<file path="src/rtl/fifo_ecc_pkg.sv">
// Shared widths, Hamming position map and decode result type for the ECC FIFO read path.
package fifo_ecc_pkg;

    localparam int DATA_WIDTH = 32;
    localparam int ECC_WIDTH  = 7;
    localparam int CW_WIDTH   = DATA_WIDTH + ECC_WIDTH;
    localparam int NPOS       = 38;
    localparam int SYN_WIDTH  = 6;

    // Hamming position of each data bit: every index 3..38 that is not a power of two.
    localparam int DATA_POS [DATA_WIDTH] = '{
        3, 5, 6, 7, 9, 10, 11, 12, 13, 14, 15,
        17, 18, 19, 20, 21, 22, 23, 24, 25, 26, 27, 28, 29, 30, 31,
        33, 34, 35, 36, 37, 38
    };

    typedef struct packed {
        logic [DATA_WIDTH-1:0] data;
        logic                  sec;
        logic                  ded;
    } ecc_res_t;

endpackage

</file>
<file path="src/rtl/fifo_ecc_rd_pipe_if.sv">
// Storage-side and consumer-side signals of the ECC read pipeline.
interface fifo_ecc_rd_pipe_if
    import fifo_ecc_pkg::*;
#(
    parameter int CNT_WIDTH = 16
) ();

    logic                  fifo_empty;
    logic                  mem_rd_en;
    logic [CW_WIDTH-1:0]   mem_rdata;
    logic                  out_valid;
    logic                  out_ready;
    logic [DATA_WIDTH-1:0] out_data;
    logic                  out_sec;
    logic                  out_ded;
    logic [CNT_WIDTH-1:0]  sec_cnt;
    logic [CNT_WIDTH-1:0]  ded_cnt;
    logic                  cnt_clr;

    modport master (
        input  fifo_empty, mem_rdata, out_ready, cnt_clr,
        output mem_rd_en, out_valid, out_data, out_sec, out_ded, sec_cnt, ded_cnt
    );

    modport slave (
        output fifo_empty, mem_rdata, out_ready, cnt_clr,
        input  mem_rd_en, out_valid, out_data, out_sec, out_ded, sec_cnt, ded_cnt
    );

endinterface

</file>
<file path="src/rtl/ecc_secded_chk.sv">
// Combinational SEC-DED check: syndrome, overall parity, classification and single-bit correction.
module ecc_secded_chk
    import fifo_ecc_pkg::*;
(
    input  logic [CW_WIDTH-1:0] cw_i,
    output ecc_res_t            res_o
);

    logic [DATA_WIDTH-1:0] data;
    logic [ECC_WIDTH-1:0]  ecc;
    logic [NPOS:1]         vec;
    logic [NPOS:1]         cvec;
    logic [SYN_WIDTH-1:0]  syn;
    logic                  par;
    logic                  in_range;

    assign data = cw_i[DATA_WIDTH-1:0];
    assign ecc  = cw_i[CW_WIDTH-1:DATA_WIDTH];

    always_comb begin
        vec = '0;
        for (int k = 0; k < SYN_WIDTH; k++) begin
            vec[1 << k] = ecc[k+1];
        end
        for (int i = 0; i < DATA_WIDTH; i++) begin
            vec[DATA_POS[i]] = data[i];
        end
    end

    always_comb begin
        syn = '0;
        for (int p = 1; p <= NPOS; p++) begin
            if (vec[p]) begin
                syn = syn ^ SYN_WIDTH'(p);
            end
        end
    end

    assign par      = (^vec) ^ ecc[0];
    assign in_range = (syn <= SYN_WIDTH'(NPOS));

    // syn==0 with odd parity means only ecc[0] flipped: nothing in vec to correct.
    always_comb begin
        cvec = vec;
        for (int p = 1; p <= NPOS; p++) begin
            if (par && syn == SYN_WIDTH'(p)) begin
                cvec[p] = ~vec[p];
            end
        end
    end

    always_comb begin
        res_o.sec = par && in_range;
        res_o.ded = (par && !in_range) || (!par && syn != '0);
        for (int i = 0; i < DATA_WIDTH; i++) begin
            res_o.data[i] = cvec[DATA_POS[i]];
        end
        if (res_o.ded) begin
            res_o.data = data;
        end
    end

endmodule

</file>
<file path="src/rtl/fifo_ecc_rd_pipe.sv">
// ECC FIFO read stage: pops storage, decodes one cycle later into a 2-entry output buffer, counts errors.
module fifo_ecc_rd_pipe
    import fifo_ecc_pkg::*;
#(
    parameter int CNT_WIDTH = 16
) (
    input  logic               clk,
    input  logic               rst_n,
    fifo_ecc_rd_pipe_if.master bus
);

    ecc_res_t             dec;
    ecc_res_t             buf_q [2];
    logic                 inflight_q;
    logic [1:0]           count_q;
    logic                 rd_ptr_q;
    logic                 wr_ptr_q;
    logic [CNT_WIDTH-1:0] sec_cnt_q;
    logic [CNT_WIDTH-1:0] sec_cnt_d;
    logic [CNT_WIDTH-1:0] ded_cnt_q;
    logic [CNT_WIDTH-1:0] ded_cnt_d;
    logic                 pop;
    logic                 wr;
    logic                 issue;
    logic [2:0]           occ;

    ecc_secded_chk u_chk (
        .cw_i  (bus.mem_rdata),
        .res_o (dec)
    );

    assign pop = (count_q != 2'd0) && bus.out_ready;
    assign wr  = inflight_q;

    // Count the word already requested from storage as occupying a slot so the buffer never overflows.
    assign occ   = 3'(inflight_q) + 3'(count_q) - 3'(pop);
    assign issue = rst_n && !bus.fifo_empty && (occ < 3'd2);

    always_comb begin
        sec_cnt_d = sec_cnt_q;
        ded_cnt_d = ded_cnt_q;
        if (bus.cnt_clr) begin
            sec_cnt_d = '0;
            ded_cnt_d = '0;
        end else if (wr) begin
            if (dec.sec && sec_cnt_q != '1) begin
                sec_cnt_d = sec_cnt_q + CNT_WIDTH'(1);
            end
            if (dec.ded && ded_cnt_q != '1) begin
                ded_cnt_d = ded_cnt_q + CNT_WIDTH'(1);
            end
        end
    end

    always_ff @(posedge clk or negedge rst_n) begin
        if (!rst_n) begin
            inflight_q <= 1'b0;
            count_q    <= 2'd0;
            rd_ptr_q   <= 1'b0;
            wr_ptr_q   <= 1'b0;
            buf_q[0]   <= '0;
            buf_q[1]   <= '0;
            sec_cnt_q  <= '0;
            ded_cnt_q  <= '0;
        end else begin
            inflight_q <= issue;
            if (wr) begin
                buf_q[wr_ptr_q] <= dec;
                wr_ptr_q        <= ~wr_ptr_q;
            end
            if (pop) begin
                rd_ptr_q <= ~rd_ptr_q;
            end
            count_q   <= count_q + 2'(wr) - 2'(pop);
            sec_cnt_q <= sec_cnt_d;
            ded_cnt_q <= ded_cnt_d;
        end
    end

    assign bus.mem_rd_en = issue;
    assign bus.out_valid = (count_q != 2'd0);
    assign bus.out_data  = buf_q[rd_ptr_q].data;
    assign bus.out_sec   = buf_q[rd_ptr_q].sec;
    assign bus.out_ded   = buf_q[rd_ptr_q].ded;
    assign bus.sec_cnt   = sec_cnt_q;
    assign bus.ded_cnt   = ded_cnt_q;

endmodule

</file>
<file path="src/flat_wrapper.sv">
// flat-port wrapper written by rule: the top's interface ports become plain ports
module fifo_ecc_rd_pipe_flat import fifo_ecc_pkg::*;
#(
    parameter int CNT_WIDTH = 16
)
  (clk, rst_n, bus_fifo_empty, bus_mem_rdata, bus_out_ready, bus_cnt_clr, bus_mem_rd_en, bus_out_valid, bus_out_data, bus_out_sec, bus_out_ded, bus_sec_cnt, bus_ded_cnt);
  fifo_ecc_rd_pipe_if #(.CNT_WIDTH(CNT_WIDTH)) bus_i ();
  input  logic clk;
  input  logic rst_n;
  input wire logic [$bits(bus_i.fifo_empty)-1:0] bus_fifo_empty;
  input wire logic [$bits(bus_i.mem_rdata)-1:0] bus_mem_rdata;
  input wire logic [$bits(bus_i.out_ready)-1:0] bus_out_ready;
  input wire logic [$bits(bus_i.cnt_clr)-1:0] bus_cnt_clr;
  output wire logic [$bits(bus_i.mem_rd_en)-1:0] bus_mem_rd_en;
  output wire logic [$bits(bus_i.out_valid)-1:0] bus_out_valid;
  output wire logic [$bits(bus_i.out_data)-1:0] bus_out_data;
  output wire logic [$bits(bus_i.out_sec)-1:0] bus_out_sec;
  output wire logic [$bits(bus_i.out_ded)-1:0] bus_out_ded;
  output wire logic [$bits(bus_i.sec_cnt)-1:0] bus_sec_cnt;
  output wire logic [$bits(bus_i.ded_cnt)-1:0] bus_ded_cnt;
  assign bus_i.fifo_empty = bus_fifo_empty;
  assign bus_i.mem_rdata = bus_mem_rdata;
  assign bus_i.out_ready = bus_out_ready;
  assign bus_i.cnt_clr = bus_cnt_clr;
  assign bus_mem_rd_en = bus_i.mem_rd_en;
  assign bus_out_valid = bus_i.out_valid;
  assign bus_out_data = bus_i.out_data;
  assign bus_out_sec = bus_i.out_sec;
  assign bus_out_ded = bus_i.out_ded;
  assign bus_sec_cnt = bus_i.sec_cnt;
  assign bus_ded_cnt = bus_i.ded_cnt;
  fifo_ecc_rd_pipe #(.CNT_WIDTH(CNT_WIDTH)) u_core (.clk(clk), .rst_n(rst_n), .bus(bus_i));
endmodule
</file>
<file path="config.mk">
export PLATFORM = sky130hd
export DESIGN_NAME = fifo_ecc_rd_pipe_flat
export DESIGN_NICKNAME = d
export VERILOG_FILES = /design/src/rtl/fifo_ecc_pkg.sv /design/src/rtl/fifo_ecc_rd_pipe_if.sv /design/src/rtl/ecc_secded_chk.sv /design/src/rtl/fifo_ecc_rd_pipe.sv /design/src/flat_wrapper.sv
export SDC_FILE = /design/constraint.sdc
export NUM_CORES = 1
export LEC_CHECK = 0
export CORE_MARGIN = 2
export CORE_UTILIZATION = 53
export CTS_CLUSTER_DIAMETER = 30
export DETAILED_ROUTE_END_ITERATION = 8
export PLACE_DENSITY = 0.81
export SETUP_SLACK_MARGIN = 0.05
export SLEW_MARGIN = 10
export SYNTH_ARGS = -nofsm -noshare
export SYNTH_HDL_FRONTEND = slang
export SYNTH_SLANG_ARGS = --single-unit
</file>
<file path="constraint.sdc">
create_clock -name clk -period 3.25 [get_ports clk]
set_input_delay 0.325 -clock clk [delete_from_list [all_inputs] [get_ports clk]]
set_output_delay 0.325 -clock clk [all_outputs]
set_load 0.1 [all_outputs]
</file>
Yosys cells after proc, flatten, opt, wreduce, memory -nomap -nowiden
Index checks and enable logic that the tools add are counted.

word-level totals
  bits of input ports = 44
  register bits after elaboration = 105
  memories = 0
  ROM bits = 0
  bits in latches = 0
  logic and storage cells = 267
  bits in writable memories = 0

operators by class
  reductions and logical operators = 53
  bitwise operators = 74
  multipliers = 0
  div/mod/pow operators = 0
  equality and inequality tests = 34
  $lt $le $gt $ge = 5
  multiplexer cells = 83
  shift-type cells = 0
  add/sub/neg operators = 6

operator list
  cell                                                                    number
  34-bit two-way mux                                                      4
  16-bit two-way mux                                                      6
  6-bit by 5-bit equality test with 1-bit output (second input constant)  15
  5-bit two-way mux                                                       16
  68-bit bitwise mux                                                      1
  6-bit by 4-bit equality test with 1-bit output (second input constant)  7
  6-bit two-way mux                                                       7
  1-bit logical AND                                                       41
  3-bit inverter                                                          13
  38-bit XOR reduction                                                    1
  6-bit equality test (second input constant)                             6
  34-bit demux with 1-bit select                                          1
  1-bit inverter                                                          34
  1-bit two-way mux                                                       33
  16-bit by 1-bit adder with 16-bit output (second input constant)        2
  32-bit two-way mux                                                      1
  4-bit two-way mux                                                       8
  16-bit != test (second input constant)                                  2
  2-bit inverter                                                          13
  4-bit inverter                                                          5
  6-bit by 3-bit equality test with 1-bit output (second input constant)  3
  3-bit two-way mux                                                       4
  2-bit nonzero test                                                      4
  6-bit by 2-bit equality test with 1-bit output (second input constant)  1
  other kinds (17)                                                        27

Logic depth before layout (Yosys ltp)
  word-level depth = 78
  gate-level depth with buffers = 10
  depth with buffers taken out = 9

Cells and area by module
Synthesis repeated with hierarchy kept, for this count alone.

second synthesis, totals
  cells, all modules = 577
  area, all modules = 6,643.9 um^2

modules (own cells, without submodules)
  module            area each (um^2)  times used  cells each
  fifo_ecc_rd_pipe  5,034.8           1           410
  ecc_secded_chk    1,609.0           1           167

Worst setup path before layout
No wires, ideal clock.

  path kind = register to register
  start point = reg u_core.count_q[1]
  end point = reg u_core.inflight_q
  clock period less this slack = 4,661 ps
  arrival time = 4,316 ps
  setup time = 345 ps
  cell stages (with the launch flop) = 10
  data required time = 2,905 ps
  path slack = -1,411 ps
  cell sequence = dfrtp_1 > or2_2 > and2_1 > ha_1 > inv_1 > ha_1 > inv_1 > fa_1 > xor2_1 > nor3_1

between the ends
  cells in the longest elaborated chain, start to end = 5
  elaborated cells between the ends (all ways) = 6
  those cells by class = add/sub (2); order compare (1); reduce/logical (3)

ends and longest elaborated chain
  item                                           line                    source
  start: declaration                             fifo_ecc_rd_pipe.sv:15  logic [1:0] count_q;
  start signal: assignment                       fifo_ecc_rd_pipe.sv:74  count_q <= count_q + 2'(wr) - 2'(pop);
  2-bit nonzero test                             --
  named net bus_out_valid                        flat_wrapper.sv:15      output wire logic [$bits(bus_i.out_valid)-1:0] bus_out_valid;
  1-bit logical AND                              fifo_ecc_rd_pipe.sv:32  assign pop = (count_q != 2'd0) && bus.out_ready;
  named net u_core.pop                           fifo_ecc_rd_pipe.sv:22  logic pop;
  3-bit by 1-bit subtractor with 3-bit output    fifo_ecc_rd_pipe.sv:36  assign occ = 3'(inflight_q) + 3'(count_q) - 3'(pop);
  3-bit by 2-bit < comparator with 1-bit output  fifo_ecc_rd_pipe.sv:37  assign issue = rst_n && !bus.fifo_empty && (occ < 3'd2);
  1-bit logical AND                              fifo_ecc_rd_pipe.sv:37
  named net bus_mem_rd_en                        flat_wrapper.sv:14      output wire logic [$bits(bus_i.mem_rd_en)-1:0] bus_mem_rd_en;
  end signal: assignment                         fifo_ecc_rd_pipe.sv:66  inflight_q <= issue;
  end: declaration                               fifo_ecc_rd_pipe.sv:14  logic inflight_q;

The timed path passes the listed nets, and every way through them passes these cells.
A chain may end at the register's enable or synchronous reset.

Final worst setup path
  start point = reg u_core.count_q[1]
  end point = out bus_mem_rd_en

between the ends
  cells in the longest elaborated chain, start to end = 5
  elaborated cells between the ends (all ways) = 6
  those cells by class = add/sub (2); order compare (1); reduce/logical (3)

ends and longest elaborated chain
  item                                           line
  2-bit nonzero test                             fifo_ecc_rd_pipe.sv:32
  1-bit logical AND                              fifo_ecc_rd_pipe.sv:32
  named net u_core.pop                           fifo_ecc_rd_pipe.sv:22
  3-bit by 1-bit subtractor with 3-bit output    fifo_ecc_rd_pipe.sv:36
  3-bit by 2-bit < comparator with 1-bit output  fifo_ecc_rd_pipe.sv:37
  1-bit logical AND                              fifo_ecc_rd_pipe.sv:37
  end: declaration                               flat_wrapper.sv:14

The timed path passes the listed nets, and every way through them passes these cells.

==> summary.txt <==
Outcome
  • Outcome: finished clean

Placed design
  • Routability Congestion: 0.945
  • DP HPWL: about 12,000 µm
  • Port Buffers: roughly 110
  • Placement Setup Slack: -0.277 ns
  • Placed cell area: 0.00785 mm²

Final layout
  • Storage cell area: between 0.002 and 0.003 mm²
  • Post-Layout Inst Area: ~0.0083 mm²
  • Fillers: slightly below 900
  • Nets: 847
  • Area of the multi-input gates: ~0.0035 mm²
  • # diodes: 0
  • Core Util, Final: 0.723
  • Synth-to-layout area growth: 33.5%
  • Layout cell share with drive strength beyond 1: 0.237

Logic synthesis
  • Synth Area in Compound Gates: 0.109
  • EDFF count, synth: 0
  • Post-synth top area cell: dfrtp_1
  • FF+latch count, synth: roughly 110
  • Synth cell count leaders: dfrtp_1 (105), nand2_1 (102), o21ai_0 (67)
  • Post-Synth XOR/XNOR Area: 0.204
  • Syn Inst Count: between 600 and 700
  • Syn avg cell area: a little under 10 µm²
  • Count leader, synth: dfrtp_1
  • Mapped Area: just over 0.006 mm²
  • Synth Area in Adders: 0.0113
  • Seq/Total Area, Yosys: 0.425
  • Synth Net Count: slightly below 700
  • Post-Synth Simple-Gate Area: 0.160
  • Ys async rst share: 1.00
  • Synth unique cells: between 40 and 50
  • Multiplexer share of the synthesized area: 0.0651
  • Ranking of synthesized cells by area: dfrtp_1 (42%), xnor2_1 (8.8%), nand2_1 (6.2%)
  • Largest family of logic cells by synthesized area: XOR/XNOR gates
  • Yosys top cell area share: 0.425
  • Synth warn: 0
  • Post-synth top flop: dfrtp_1

Timing
  • Rel. slew slack: 0.192
  • Setup ws final: approximately 0.15 ns
  • Final min period: 3.10 ns
  • RSZ-0062 raised after global routing: true
  • TNS Setup: 0 ns
  • Slew Viols, Final: 0
  • Fmax: roughly 320 MHz
  • Final Skew: 0.00642 ns
  • Final setup violation count: 0
  • Fin crit share: 0.955
  • Fin. Hold Viols: 0
  • Least-Margin Pin Slew: between 1 and 1.5 ns

Floorplan
  • Chip Width: around 110 µm
  • Starting Density: 0.542
  • Std-Cell Rows: 39
  • Top Ports: 112
  • Die Span Y: 112 µm
  • Core ar.: around 0.011 mm²
  • Total die area: 0.0125 mm²

GRT
  • Largest net degree at the start of global routing: between 60 and 70
  • Initial antenna violation count: 0
  • First-pass GRT wire length: 26,400 µm
  • GR Util All Layers: 0.265
  • Total grt overflow: 0
  • Vias in the first global route: 5,389

Detailed routing
  • Post-route antenna net violation count: 0
  • Routed len/inst: around 17 µm
  • Vias: ~5,200
  • Final WL: between 15,000 and 20,000 µm
  • Iteration-0 DRC Markers: ~300
  • Vias per cell: about 5.5
  • Pre-Repair DR Iteration Count: 4
  • Residual DRC: 0

Critical path
  • R2r worst-path depth: 9
  • Crit. End Element: primary output
  • CP Launch Type: flip-flop
  • Critical Path Source: u_core.count_q[1]$_DFF_PN0_
  • Reg-to-reg endpoint: u_core.bus.ded_cnt[15]$_DFFE_PN0P_
  • Type of the worst setup path: flip-flop to primary output
  • Reg2Reg Setup Slack: around 0.63 ns
  • Reg-to-Reg Start: u_core.bus.ded_cnt[7]$_DFFE_PN0P_
  • Worst setup endpoint: bus_mem_rd_en
  • Worst-path fanout max: 3
  • Critical Path AT: ~2.8 ns
  • Worst Path Required: 2.92 ns

Job
  • Number of max-cap violations: 0

Hold path
  • Hold crit path type: primary input to async pin

Clock network
  • Worst-path clk slew: ~0.070 ns
  • Clk sinks: between 100 and 150
  • H-tree depth: 3
  • CTS buffer count: 9
  • Clk buf depth: 2
  • Clk_lat worst skew: between 0.3 and 0.4 ns
  • Clk root buf: clkbuf_16
  • CTS tree: built
layout by cell type, fill, tap and decap left out, drive strengths merged, types with 4 or more instances in the layout:
cell type	n
buf	109
dfrtp	105
nand2	102
o21ai	78
clkdlybuf4s50	72
xnor2	65
nor2	44
xor2	37
mux2	34
nand3	15
xnor3	15
a21oi	12
clkbuf	11
or3	10
inv	10
nand4	10
and2	10
a211oi	9
and3	8
nand3b	4
ha	4
nor3	4
or2	4
routing by layer:
metal,vias up,GRT usage,part of all wire
met4,0,0.115,0.029
met2,155,0.448,0.50
met5,-,0,0
li1,2460,-,-
met3,36,0.0470,0.056
met1,2571,0.337,0.42
critical path, cell delays in order (launching register included):
cell and delay (ns):
dfrtp_1 0.42, or2_4 0.25, and2_4 0.16, ha_1 0.29
inv_1 0.06, ha_1 0.13, inv_1 0.05, fa_1 0.53
nand2_2 0.07, nor3_4 0.25, buf_12 0.21
state kept, by name (all words and copies together), names as in the netlist:
name and count:
u_core.buf_q 68, u_core.inflight_q 1, u_core.bus.sec_cnt 16, u_core.bus.ded_cnt 16, u_core.rd_ptr_q 1, u_core.wr_ptr_q 1, u_core.count_q 2
worst min path at each step:
stage	end	startpoint
detailed placement	u_core.buf_q[58]$_DFFE_PN0P_	rst_n
finish	u_core.buf_q[58]$_DFFE_PN0P_	rst_n
global route	u_core.buf_q[58]$_DFFE_PN0P_	rst_n
CTS	u_core.buf_q[58]$_DFFE_PN0P_	rst_n
floorplan	u_core.buf_q[0]$_DFFE_PN0P_	rst_n
global placement	u_core.buf_q[24]$_DFFE_PN0P_	rst_n
per-stage QoR:
stage / hold slack, ns / instances
2_1_floorplan: 0.0294 / 630
3_3_place_gp: 0.133 / 928
3_5_place_dp: 0.134 / 928
4_1_cts: 0.307 / 945
5_1_grt: 0.329 / 946
6_report: 0.318 / 946
final cells by class:
| type | instances | area share |
|---|---|---|
| clock buffers | 11 | 0.0294 |
| well taps | 143 | 0.0217 |
| multi-input cells | 487 | 0.418 |
| inverters | 10 | 0.00455 |
| clock inverters | 5 | 0.0124 |
| flip-flops and latches | 105 | 0.318 |
| repair buffers | 185 | 0.195 |
cells by family (layout without fill, tap and decap cells):
logic type	count (synthesis)	after routing
simple gates	219	219
mux	36	36
buf+inv	38	211
xor+xnor	117	117
flops	105	105
fa+ha+maj	5	5
compound gates	110	110
timing repair:
item,4_1_cts,5_1_grt
pin swaps,1,10
gates cloned,0,0
setup buffers,0,1
resized for setup,2,10
hold buffers,1,0
setup endpoints to repair,1,34
endpoints found under the hold margin,2,0
Power is left out: the tool's default activity adds up to more than one toggle a clock period on the data nets, which glitch-free logic cannot reach.
